==> config.mk <==
export PLATFORM = sky130hd
export DESIGN_NAME = fetch_prefetch_queue
export DESIGN_NICKNAME = d
export VERILOG_FILES = /design/src/rtl/fetch_prefetch_queue.sv
export SDC_FILE = /design/constraint.sdc
export NUM_CORES = 1
export LEC_CHECK = 0
export CAP_MARGIN = 10
export CORE_ASPECT_RATIO = 1.4
export CORE_MARGIN = 2
export CORE_UTILIZATION = 34
export DETAILED_ROUTE_END_ITERATION = 16
export GPL_TIMING_DRIVEN = 0
export PLACE_DENSITY = 0.58
export SYNTH_ARGS = -nofsm -noshare
export SYNTH_HDL_FRONTEND = slang
export SYNTH_SLANG_ARGS = --single-unit
==> constraint.sdc <==
create_clock -name clk -period 3.2 [get_ports clk]
set_input_delay 0.32 -clock clk [delete_from_list [all_inputs] [get_ports clk]]
set_output_delay 0.32 -clock clk [all_outputs]
set_load 0.05 [all_outputs]
==> src/rtl/fetch_prefetch_queue.sv <==
// Instruction prefetch queue: sequential fetch over req/gnt+rvalid, DEPTH-entry PC/instr FIFO to decode.
// Optional FETCH_BYPASS_EN: zero-latency path from imem response to decode when the FIFO is empty.
module fetch_prefetch_queue #(
   parameter int unsigned DEPTH    = 4,
   parameter logic [31:0] RESET_PC = 32'h0
) (
   input  logic                    clk,
   input  logic                    rst,
   input  logic                    redirect_i,
   input  logic [31:0]             redirect_pc_i,
   output logic                    imem_req_o,
   output logic [31:0]             imem_addr_o,
   input  logic                    imem_gnt_i,
   input  logic                    imem_rvalid_i,
   input  logic [31:0]             imem_rdata_i,
   output logic                    out_valid_o,
   output logic [31:0]             out_pc_o,
   output logic [31:0]             out_instr_o,
   input  logic                    out_ready_i,
   output logic [$clog2(DEPTH):0]  count_o
);

   localparam int unsigned PW = $clog2(DEPTH);
   localparam int unsigned CW = PW + 1;
   localparam logic [CW:0] DEPTH_EXT = (CW + 1)'(DEPTH);

   typedef enum logic {
      S_FETCH,
      S_DRAIN
   } state_e;

   state_e          state_q, state_d;
   logic [31:0]     fetch_pc_q, fetch_pc_d;
   logic [31:0]     push_pc_q, push_pc_d;
   logic [CW-1:0]   outstanding_q, outstanding_d;
   logic [CW-1:0]   discard_q, discard_d;
   logic [CW-1:0]   count_q, count_d;
   logic [PW-1:0]   wr_ptr_q, wr_ptr_d;
   logic [PW-1:0]   rd_ptr_q, rd_ptr_d;
   logic [31:0]     pc_mem_q    [DEPTH];
   logic [31:0]     instr_mem_q [DEPTH];

   logic            credit_ok;
   logic            req;
   logic            grant;
   logic            fifo_valid;
   logic            bypass;
   logic            pop;
   logic            accept;
   logic            push;
   logic [31:0]     target_pc;
   logic [CW-1:0]   pending;

   // Every in-flight request owns a FIFO slot, so pushes can never overflow.
   assign credit_ok  = ({1'b0, outstanding_q} + {1'b0, count_q}) < DEPTH_EXT;
   assign req        = rst && (state_q == S_FETCH) && !redirect_i && credit_ok;
   assign grant      = req && imem_gnt_i;
   assign fifo_valid = (count_q != '0) && !redirect_i;
   assign pop        = fifo_valid && out_ready_i;
   assign accept     = (state_q == S_FETCH) && imem_rvalid_i && !redirect_i;
   assign target_pc  = redirect_pc_i & 32'hFFFF_FFFC;
   assign pending    = discard_q + outstanding_q;

`ifdef FETCH_BYPASS_EN
   assign bypass      = (state_q == S_FETCH) && (count_q == '0) && imem_rvalid_i && !redirect_i;
   assign out_valid_o = fifo_valid || bypass;
   assign out_pc_o    = bypass ? push_pc_q    : pc_mem_q[rd_ptr_q];
   assign out_instr_o = bypass ? imem_rdata_i : instr_mem_q[rd_ptr_q];
`else
   assign bypass      = 1'b0;
   assign out_valid_o = fifo_valid;
   assign out_pc_o    = pc_mem_q[rd_ptr_q];
   assign out_instr_o = instr_mem_q[rd_ptr_q];
`endif

   // A bypassed response taken by decode is consumed without ever entering the FIFO.
   assign push = accept && !(bypass && out_ready_i);

   assign imem_req_o  = req;
   assign imem_addr_o = fetch_pc_q;
   assign count_o     = count_q;

   always_comb begin
      state_d       = state_q;
      fetch_pc_d    = fetch_pc_q;
      push_pc_d     = push_pc_q;
      outstanding_d = outstanding_q;
      discard_d     = discard_q;
      count_d       = count_q;
      wr_ptr_d      = wr_ptr_q;
      rd_ptr_d      = rd_ptr_q;

      if (redirect_i) begin
         fetch_pc_d    = target_pc;
         push_pc_d     = target_pc;
         outstanding_d = '0;
         count_d       = '0;
         wr_ptr_d      = '0;
         rd_ptr_d      = '0;
         discard_d     = (imem_rvalid_i && (pending != '0)) ? pending - CW'(1) : pending;
         state_d       = (discard_d != '0) ? S_DRAIN : S_FETCH;
      end else if (state_q == S_DRAIN) begin
         if (imem_rvalid_i && (discard_q != '0)) begin
            discard_d = discard_q - CW'(1);
         end
         if (discard_d == '0) begin
            state_d = S_FETCH;
         end
      end else begin
         if (grant) begin
            fetch_pc_d = fetch_pc_q + 32'd4;
         end
         if (accept) begin
            push_pc_d = push_pc_q + 32'd4;
         end
         outstanding_d = outstanding_q + CW'(grant) - CW'(accept);
         if (push) begin
            wr_ptr_d = wr_ptr_q + PW'(1);
         end
         if (pop) begin
            rd_ptr_d = rd_ptr_q + PW'(1);
         end
         count_d = count_q + CW'(push) - CW'(pop);
      end
   end

   always_ff @(posedge clk or negedge rst) begin
      if (!rst) begin
         state_q       <= S_FETCH;
         fetch_pc_q    <= RESET_PC;
         push_pc_q     <= RESET_PC;
         outstanding_q <= '0;
         discard_q     <= '0;
         count_q       <= '0;
         wr_ptr_q      <= '0;
         rd_ptr_q      <= '0;
         for (int unsigned i = 0; i < DEPTH; i++) begin
            pc_mem_q[i]    <= '0;
            instr_mem_q[i] <= '0;
         end
      end else begin
         state_q       <= state_d;
         fetch_pc_q    <= fetch_pc_d;
         push_pc_q     <= push_pc_d;
         outstanding_q <= outstanding_d;
         discard_q     <= discard_d;
         count_q       <= count_d;
         wr_ptr_q      <= wr_ptr_d;
         rd_ptr_q      <= rd_ptr_d;
         if (push) begin
            pc_mem_q[wr_ptr_q]    <= push_pc_q;
            instr_mem_q[wr_ptr_q] <= imem_rdata_i;
         end
      end
   end

endmodule
==> flow_summary.ini, run 1 <==
[status]
outcome = finished clean

[global_routing]
grt_pass1_vias = 10600
grt_overflow = 0
grt_max_degree = 95
antenna_found_initial = 0
grt_first_pass_wirelength_um = 60900
gr-usage-all-layers_pct = 17.0

[drt]
initialDrtViolationCount = 442
drc = 0
viasPerCell = 5.20
wirelength_um = 38600
avgRoutedWirePerCell_um = 20.4
detail-route-antenna-nets = 0
drtPass1Iterations = 8
via_count = 9868

[critical_path]
cpPeakStageDelay_ns = 0.48
reg2reg_slack_ns = 0.08
path_depth = 13
cpMostUsedCell = ha_4
worstSetupEndpointType = flip-flop
cp_top_family = simple AND/OR/NAND/NOR gates
path_class = flip-flop to flip-flop
required_ns = 3.64
regToRegStartpoint = outstanding_q[2]
cp-endpoint = outstanding_q[2]
critical_path_buf_inv_count = 4
worstSetupStartpointType = flip-flop
r2r_end = outstanding_q[2]
worstPathCellList = ha_4, or4b_4, and4bb_1, buf_6, clkinv_8, ha_4, inv_2, ha_4, inv_2, fa_2, xnor2_2, or3_1, a21oi_2
ff2ff_path_depth = 13
cp-startpoint = outstanding_q[2]
critPathSlowestCell = or4b_4
arrival_ns = 3.56
path_max_fanout = 7

[timing]
slew_violations = 0
max_freq_mhz = 321
period_minus_slack_ns = 3.12
hold_viol = 0
fin_hold_ws_ns = 0.00637
maxSlewHeadroom_pct = 42.3
setup_viol = 0
fin_worst_skew_ns = 0.0264
tightestPinTransition_ns = 0.858
fin_crit_sh_pct = 97.5

[layout]
design_area_um2 = 19000
fill_cells = 3952
final_common_cell = dfrtp_1
areaGrowthSynthToFinish_pct = 26.5
final_cell_mix = dfrtp_1 (318), mux2_2 (252), clkdlybuf4s50_1 (112)
antenna_cells = 0
finalNetCount = 1403
drive_above_1_share_pct = 33.0

[synth]
yosysSeqAreaShare_pct = 53.6
ys.flop_type = dfrtp_1
synth_area_um2 = 15000
ys_seq_elements = 322
synthesis.yosys.warnings = 0
synth_edf_count = 0
synthDistinctLibCells = 56
synthCells = 1086
syn_area_per_cell_um2 = 13.8
async_reset_ff_share_pct = 100

[clock_network]
tritoncts = done
cts-root-buf = clkbuf_16
path_clk_slew_ns = 0.06
clock_latency_ns = 0.53
cts.sink_count = 322
cts.path.max_buffers = 3
htree_levels = 2
numCtsBuffers = 36

[run]
max_cap_viol_count = 0

[power]
p_leak_nw = 8.44
total_power_mw = 14.5
powerDensity_nw_per_um2 = 764
switching_share_pct = 34.7
pwr-share-seq_pct = 38.4
switching_power_mw = 5.04
p_int_mw = 9.48
vdd_drop_max_mv = 0.355
p_comb_share_pct = 33.4
power_frac_clock_pct = 28.3

[die]
start_util_pct = 34.3
die_area_um2 = 45900
chipWidth_um = 182
core_um2 = 43800
ios = 171
rows = 91
die_y_um = 253

[hold_path]
worstHoldPathType = input port to async pin

[placed_design]
dp_hpwl_um = 26400
port_buffers = 164
place_area_um2 = 17500
gp_congestion = 0.819
final cells by class:
cell class	instances	area (um^2)	area share, %
plain buffers	73	353	1.86
clock buffers	55	1050	5.53
clock inverters	8	114	0.599
inverters	19	83.8	0.441
multi-input cells	673	6640	34.9
flip-flops and latches	322	8060	42.4
well taps	558	698	3.67
repair buffers	188	2010	10.6
Yosys cell counts, drive strengths merged (8+ instances only):
master / count / area [um^2]
a21oi: 17 / 85.1
and3: 14 / 87.6
buf: 29 / 165
clkbuf: 46 / 174
dfrtp: 322 / 8060
ha: 17 / 213
inv: 19 / 71.3
mux2: 252 / 2840
mux4: 62 / 1400
nand2: 52 / 198
nand3: 21 / 105
nand4: 26 / 190
nor2: 34 / 128
nor4: 8 / 71.3
o211ai: 9 / 67.6
o21ai: 47 / 235
o311ai: 13 / 114
xnor2: 18 / 158
xor2: 26 / 228
how the worst min path moves through the flow:
| stage | from | to | slack (ns) | cells past startpoint |
|---|---|---|---|---|
| floorplan | rst | count_o[0] | 0.02 | 0 |
| global placement | instr_mem_q[60] | instr_mem_q[60] | 0.48 | 1 |
| detailed placement | rst | imem_addr_o[17] | 0.1 | 1 |
| CTS | rst | push_pc_q[24] | 0.01 | 3 |
| global route | rst | pc_mem_q[44] | 0.02 | 4 |
| finish | rst | push_pc_q[22] | 0.006 | 3 |
kinds of logic (layout without fill, tap and decap cells):
kind of cell / count (synthesis) / in the layout / synth area share (%)
buf+inv: 94 / 343 / 2.73
flops: 322 / 322 / 53.6
xor+xnor: 44 / 44 / 2.56
fa+ha+maj: 20 / 20 / 1.81
other cells: 1 / 4 / 0.0249
compound gates: 104 / 104 / 4.27
simple gates: 184 / 184 / 6.63
mux: 317 / 317 / 28.4
per-layer routing:
metal / vias up / global-route usage [%] / part of all wire [%]
met2: 241 / 29.3 / 51
met4: 0 / 6.46 / 3.3
met1: 5108 / 21.7 / 42
met5: - / 0 / 0
met3: 68 / 2.33 / 3.8
li1: 4451 / - / -
per-stage QoR:
stage | util [%] | setup WS, ns | TNS, ns | std cells
2_1_floorplan | - | -0.0669 | -0.0669 | 1089
3_3_place_gp | 39.8 | -13.42 | -4299.69 | 1811
3_5_place_dp | 40.0 | -1.05 | -23.11 | 1814
4_1_cts | 43.1 | 0.00276 | 0 | 1887
5_1_grt | 43.4 | -0.00770 | -0.00770 | 1896
6_report | 43.4 | 0.0799 | 0 | 1896
worst reg2reg max path: cells and delay by family (launching register included):
kind,cells,cell delay (ns)
and+or+nand+nor,3,1.09
adders and majority gates,4,0.92
DFF,1,0.42
buffers and inverters,4,0.34
xor gates and xnor gates,1,0.14
AOI/OAI and AO/OA,1,0.13
state kept, by name, summed over array words and instances (netlist names):
signal         count
rd_ptr_q           2
instr_mem_q      128
discard_q          3
imem_addr_o       30
outstanding_q      3
count_o            3
pc_mem_q         120
push_pc_q         30
wr_ptr_q           2
state_q            1
power by group through the flow:
| stage | registers (mW) | clock network [mW] | logic, mW |
|---|---|---|---|
| after floorplan | 5.60 | 0 | 3.37 |
| after global placement | 5.61 | 0 | 4.95 |
| after detailed placement | 5.64 | 0 | 5.02 |
| after CTS | 5.57 | 4.23 | 4.91 |
| after global routing | 5.69 | 4.39 | 5.15 |
| final | 5.57 | 4.11 | 4.85 |
what timing repair did:
| action | 4_1_cts | 5_1_grt |
|---|---|---|
| hold buffers | 6 | 0 |
| gates resized for setup | 50 | 23 |
| buffers inserted | 4 | 9 |
| cloned | 2 | 0 |
| hold endpoints to repair | 119 | 0 |
| pin swaps | 1 | 5 |
| setup endpoints to repair | 65 | 23 |
Note: power is estimated with default switching activity, not from simulation.
==> inputs of run 2 (changes only) <==
Settings changed: RECOVER_POWER set to 25.
==> run 2 against run 1 <==
Against the previous run: the flow now finishes with violations (max-capacitance violations, max-slew violations); critical path type unchanged; sequential share of layout area increased by 0.40 points; non-clock buffer count unchanged; sequential power about the same; worst setup slack is essentially flat; core utilization decreased by 0.40 points; wire length grew 0.24%; critical path depth unchanged; via count shrank 0.13%; clock skew is essentially flat; cell count stayed put; global-route usage unchanged.
==> flow_summary.ini, run 2 (same netlist as run 1, synthesis figures left out) <==
[layout]
final_cell_mix = dfrtp_1 (318), mux2_2 (252), clkdlybuf4s50_1 (112)
largestRegisters = instr_mem_q: 128 flops, pc_mem_q: 120 flops
finalNetCount = 1403
antenna_cells = 0
post-route-util_pct = 43.0
drive_above_1_share_pct = 32.7
areaGrowthSynthToFinish_pct = 25.3
fill_cells = 3978
final_cells = 1896
top_register = instr_mem_q
largest_reg_flops = 128
final_common_cell = dfrtp_1

[drt]
via_count = 9855
detail-route-antenna-nets = 0
drtPass1Iterations = 5
initialDrtViolationCount = 427
viasPerCell = 5.20
drc = 0
wirelength_um = 38700
avgRoutedWirePerCell_um = 20.4

[timing]
max_freq_mhz = 321
fin_hold_ws_ns = 0.381
maxSlewHeadroom_pct = -2.59
fin_crit_sh_pct = 97.5
hold_viol = 0
period_minus_slack_ns = 3.12
tightestPinTransition_ns = 1.54
slew_violations = 119
setup_viol = 0
fin_worst_skew_ns = 0.0261

[global_routing]
grt_pass1_vias = 10600
grt_overflow = 0
grt_max_degree = 95
grt_first_pass_wirelength_um = 60900
gr-usage-all-layers_pct = 17.0
antenna_found_initial = 0

[hold_path]
worstHoldPathType = input port to async pin

[critical_path]
cpMostUsedCell = ha_4
cpPeakStageDelay_ns = 0.48
arrival_ns = 3.56
worstPathCellList = ha_4, or4b_4, and4bb_1, buf_6, clkinv_8, ha_4, inv_2, ha_4, inv_2, fa_2, xnor2_2, or3_1, a21oi_2
path_max_fanout = 7
worstSetupEndpointType = flip-flop
worstSetupStartpointType = flip-flop
path_class = flip-flop to flip-flop
critPathSlowestCell = or4b_4
required_ns = 3.64

[die]
ios = 171
die_area_um2 = 45900
chipWidth_um = 182
die_y_um = 253
rows = 91
core_um2 = 43800
start_util_pct = 34.3

[clock_network]
tritoncts = done
numCtsBuffers = 36
cts.sink_count = 322
cts.path.max_buffers = 3
clock_latency_ns = 0.53
cts-root-buf = clkbuf_16
path_clk_slew_ns = 0.06
htree_levels = 2

[power]
p_leak_nw = 8.36
powerDensity_nw_per_um2 = 770
vdd_drop_max_mv = 0.356

[placed_design]
gp_congestion = 0.819
dp_hpwl_um = 26400
port_buffers = 164
dp_cells = 1814

[status]
outcome = finished, violations left
violations = max-capacitance violations, max-slew violations

[run]
max_cap_viol_count = 2
## run 2: changes by cell type in the layout (fill, tap and decap cells not counted)
cell,delta
buf_16,-5
clkbuf_2,+4
clkbuf_1,+3
bufbuf_16,-2
buf_8,-1
clkdlybuf4s25_1,+1
## run 2: path summary, 6_finish.rpt
kind / cells past startpoint / slack (ns) / startpoint / end
max: 13 / 0.08 / outstanding_q[2] / outstanding_q[2]
min: 2 / 0.38 / rst / imem_addr_o[15]
max reg2reg: 13 / 0.08 / outstanding_q[2] / outstanding_q[2]
min reg2reg: 1 / 0.50 / instr_mem_q[59] / instr_mem_q[59]
max in group asynchronous: 4 / 1.35 / rst / count_o[2]
min in group clk: 3 / 0.39 / redirect_pc_i[16] / push_pc_q[16]
## run 2: cell type report
class	instances	area [um^2]	area share, %
Multi-Input combinational cell	673	6640	35.2
Clock buffer	55	1050	5.59
Tap cell	558	698	3.71
Sequential cell	322	8060	42.8
Clock inverter	8	114	0.604
Buffer	73	353	1.87
Timing Repair Buffer	188	1840	9.74
Inverter	19	83.8	0.445
## run 2: critical path, delay by kind of cell (launching register included)
family / cells / cell delay, ns
XOR/XNOR: 1 / 0.14
flip-flops: 1 / 0.42
AO/OA/AOI/OAI: 1 / 0.13
adder cells (fa/ha/maj): 4 / 0.91
buffers and inverters: 4 / 0.33
AND/OR/NAND/NOR: 3 / 1.09
## run 2: layer usage
metal	GRT usage (%)	vias to the layer above	part of all wire (%)
met5	0	-	0
met4	6.46	0	3.4
met3	2.33	71	4.0
met2	29.3	246	51
met1	21.7	5094	42
li1	-	4444	-
## run 2: what timing repair did
item / CTS / global route
setup endpoints to repair: 65 / 23
gates cloned: 2 / 0
resized for setup: 50 / 23
pin swaps: 1 / 5
buffers inserted: 4 / 9
hold buffers: 6 / 0
hold endpoints to repair: 119 / 0
## run 2: report_power, final
part,internal [mW],switching (mW)
sequential,5.01,0.560
combinational,2.01,2.82
clock,2.44,1.67
total,9.46,5.05
## run 2: through the flow
step	setup slack [ns]	power, mW	area (um^2)	TNS [ns]
floorplan	-0.0669	8.97	15100	-0.0669
global placement	-13.42	10.6	17500	-4299.69
detailed placement	-1.05	10.7	17500	-23.11
CTS	0.00276	14.7	18900	0
global route	-0.00760	15.2	18800	-0.00760
finish	0.0802	14.5	18800	0
==> inputs of run 3 (changes only) <==
Settings changed: CTS_CLUSTER_SIZE set to 12.
==> run 3 against run 2 <==
Against the previous run: cell count unchanged; sequential cell count unchanged; sequential share of layout area about the same; core utilization about the same; wire length increased by 0.17%; hold slack improved by 0.0049 ns; cell area about the same; die area unchanged; clock skew increased by 0.0070 ns; fmax about the same; non-clock buffer count increased by 1; the run still ends with max-capacitance violations, max-slew violations left; global-route usage increased by 0.056 points; critical path type unchanged.
==> flow_summary.ini, run 3 (same netlist as run 1, synthesis figures left out) <==
[timing]
maxSlewHeadroom_pct = -5.61
hold_viol = 0
setup_viol = 0
period_minus_slack_ns = 3.12
max_freq_mhz = 320
fin_worst_skew_ns = 0.0330
tightestPinTransition_ns = 1.58
slew_violations = 61
fin_crit_sh_pct = 97.5

[layout]
antenna_cells = 0
finalNetCount = 1404
design_area_um2 = 18800
areaGrowthSynthToFinish_pct = 25.3
final_common_cell = dfrtp_1
final_cell_mix = dfrtp_1 (318), mux2_2 (252), clkdlybuf4s50_1 (112)
drive_above_1_share_pct = 32.7
largestRegisters = instr_mem_q: 128 flops, pc_mem_q: 120 flops
post-route-util_pct = 43.0
largest_reg_flops = 128
final_cells = 1896
top_register = instr_mem_q

[global_routing]
grt_max_degree = 95
grt_first_pass_wirelength_um = 61100
met1_usage_pct = 21.6
gr-usage-all-layers_pct = 17.0
met2_usage_pct = 29.7
antenna_found_initial = 0
grt.met3_usage_pct = 2.32
top_usage_layer = met2
grt_pass1_vias = 10600
grt_overflow = 0

[power]
p_int_mw = 9.43
powerDensity_nw_per_um2 = 768
power_frac_clock_pct = 28.0
vdd_drop_max_mv = 0.346
switching_share_pct = 34.8
p_leak_nw = 8.40
switching_power_mw = 5.04
p_comb_share_pct = 33.5
pwr-share-seq_pct = 38.5

[drt]
drc = 0
detail-route-antenna-nets = 0
viasPerCell = 5.20
avgRoutedWirePerCell_um = 20.4
wirelength_um = 38800
via_count = 9867
initialDrtViolationCount = 355
drtPass1Iterations = 8

[status]
outcome = finished, violations left
violations = max-capacitance violations, max-slew violations

[clock_network]
path_clk_slew_ns = 0.06
cts.sink_count = 322
tritoncts = done
clock_latency_ns = 0.54
cts.path.max_buffers = 3
numCtsBuffers = 36
htree_levels = 2
cts-root-buf = clkbuf_16

[critical_path]
worstSetupEndpointType = flip-flop
arrival_ns = 3.56
worstSetupStartpointType = flip-flop
path_max_fanout = 7
ff2ff_path_depth = 13
path_class = flip-flop to flip-flop
required_ns = 3.63

[placed_design]
place_area_um2 = 17500
dp_cells = 1814
port_buffers = 164
gp_congestion = 0.819
dp_hpwl_um = 26400

[die]
ios = 171
die_y_um = 253
core_um2 = 43800
rows = 91
start_util_pct = 34.3
chipWidth_um = 182
die_area_um2 = 45900

[hold_path]
worstHoldPathType = input port to async pin

[run]
max_cap_viol_count = 1
## run 3: cell count changes in the layout (fill, tap and decap cells not counted)
cell and delta:
dlygate4sd2_1 -6, dlymetal6s2s_1 +6, clkbuf_8 -2, buf_4 +1
clkbuf_1 +1, clkinv_2 +1, clkinvlp_4 -1
## run 3: power by group through the flow
stage / Sequential, mW / Clock [mW] / Combinational [mW]
2_1_floorplan: 5.60 / 0 / 3.37
3_3_place_gp: 5.61 / 0 / 4.95
5_1_grt: 5.70 / 4.33 / 5.14
3_5_place_dp: 5.64 / 0 / 5.02
6_report: 5.57 / 4.06 / 4.84
4_1_cts: 5.57 / 4.18 / 4.94
## run 3: layout make-up
| class | count | area [um^2] |
|---|---|---|
| Timing Repair Buffer | 189 | 1870 |
| Inverter | 19 | 83.8 |
| Fill cell | 3976 | 25000 |
| Clock buffer | 54 | 1030 |
| Sequential cell | 322 | 8060 |
| Multi-Input combinational cell | 673 | 6640 |
| Clock inverter | 8 | 111 |
| Buffer | 73 | 353 |
| Tap cell | 558 | 698 |
## run 3: final timing paths
path | start | to | slack (ns)
min in group clk | redirect_pc_i[16] | push_pc_q[16] | 0.39
setup / recovery | outstanding_q[2] | outstanding_q[2] | 0.08
setup reg to reg | outstanding_q[2] | outstanding_q[2] | 0.08
hold reg to reg | instr_mem_q[59] | instr_mem_q[59] | 0.50
max in group asynchronous | rst | count_o[2] | 1.32
hold / removal | rst | imem_addr_o[15] | 0.39
## run 3: through the flow
step	hold WS, ns	setup TNS [ns]	power [mW]	setup WS (ns)
CTS	0.00716	0	14.7	0.00514
global placement	0.483	-4299.69	10.6	-13.42
global route	0.404	-0.00793	15.2	-0.00793
floorplan	0.0244	-0.0669	8.97	-0.0669
detailed placement	0.0993	-23.11	10.7	-1.05
finish	0.386	0	14.5	0.0792
## run 3: metal layers
layer / wire, um / vias to the layer above / part of all wire, %
met1: 16400 / 5112 / 42
met2: 19500 / 228 / 50
met4: 1410 / 0 / 3.6
li1: - / 4452 / -
met5: 0 / - / 0
met3: 1420 / 75 / 3.7
## run 3: worst max-delay path, cell delays in order, from the launching register on
cell	delay, ns
dfrtp_2	0.42
ha_4	0.23
or4b_4	0.48
and4bb_1	0.29
buf_6	0.16
clkinv_8	0.08
ha_4	0.21
inv_2	0.06
ha_4	0.12
inv_2	0.03
fa_2	0.35
xnor2_2	0.14
or3_1	0.32
a21oi_2	0.13
## run 3: repair_timing
item | 4_1_cts | 5_1_grt
setup buffers | 4 | 10
hold buffers | 6 | 0
gates cloned | 2 | 0
setup endpoints to repair | 65 | 29
gates resized for setup | 44 | 29
hold endpoints to repair | 119 | 0
pin swaps | 1 | 5
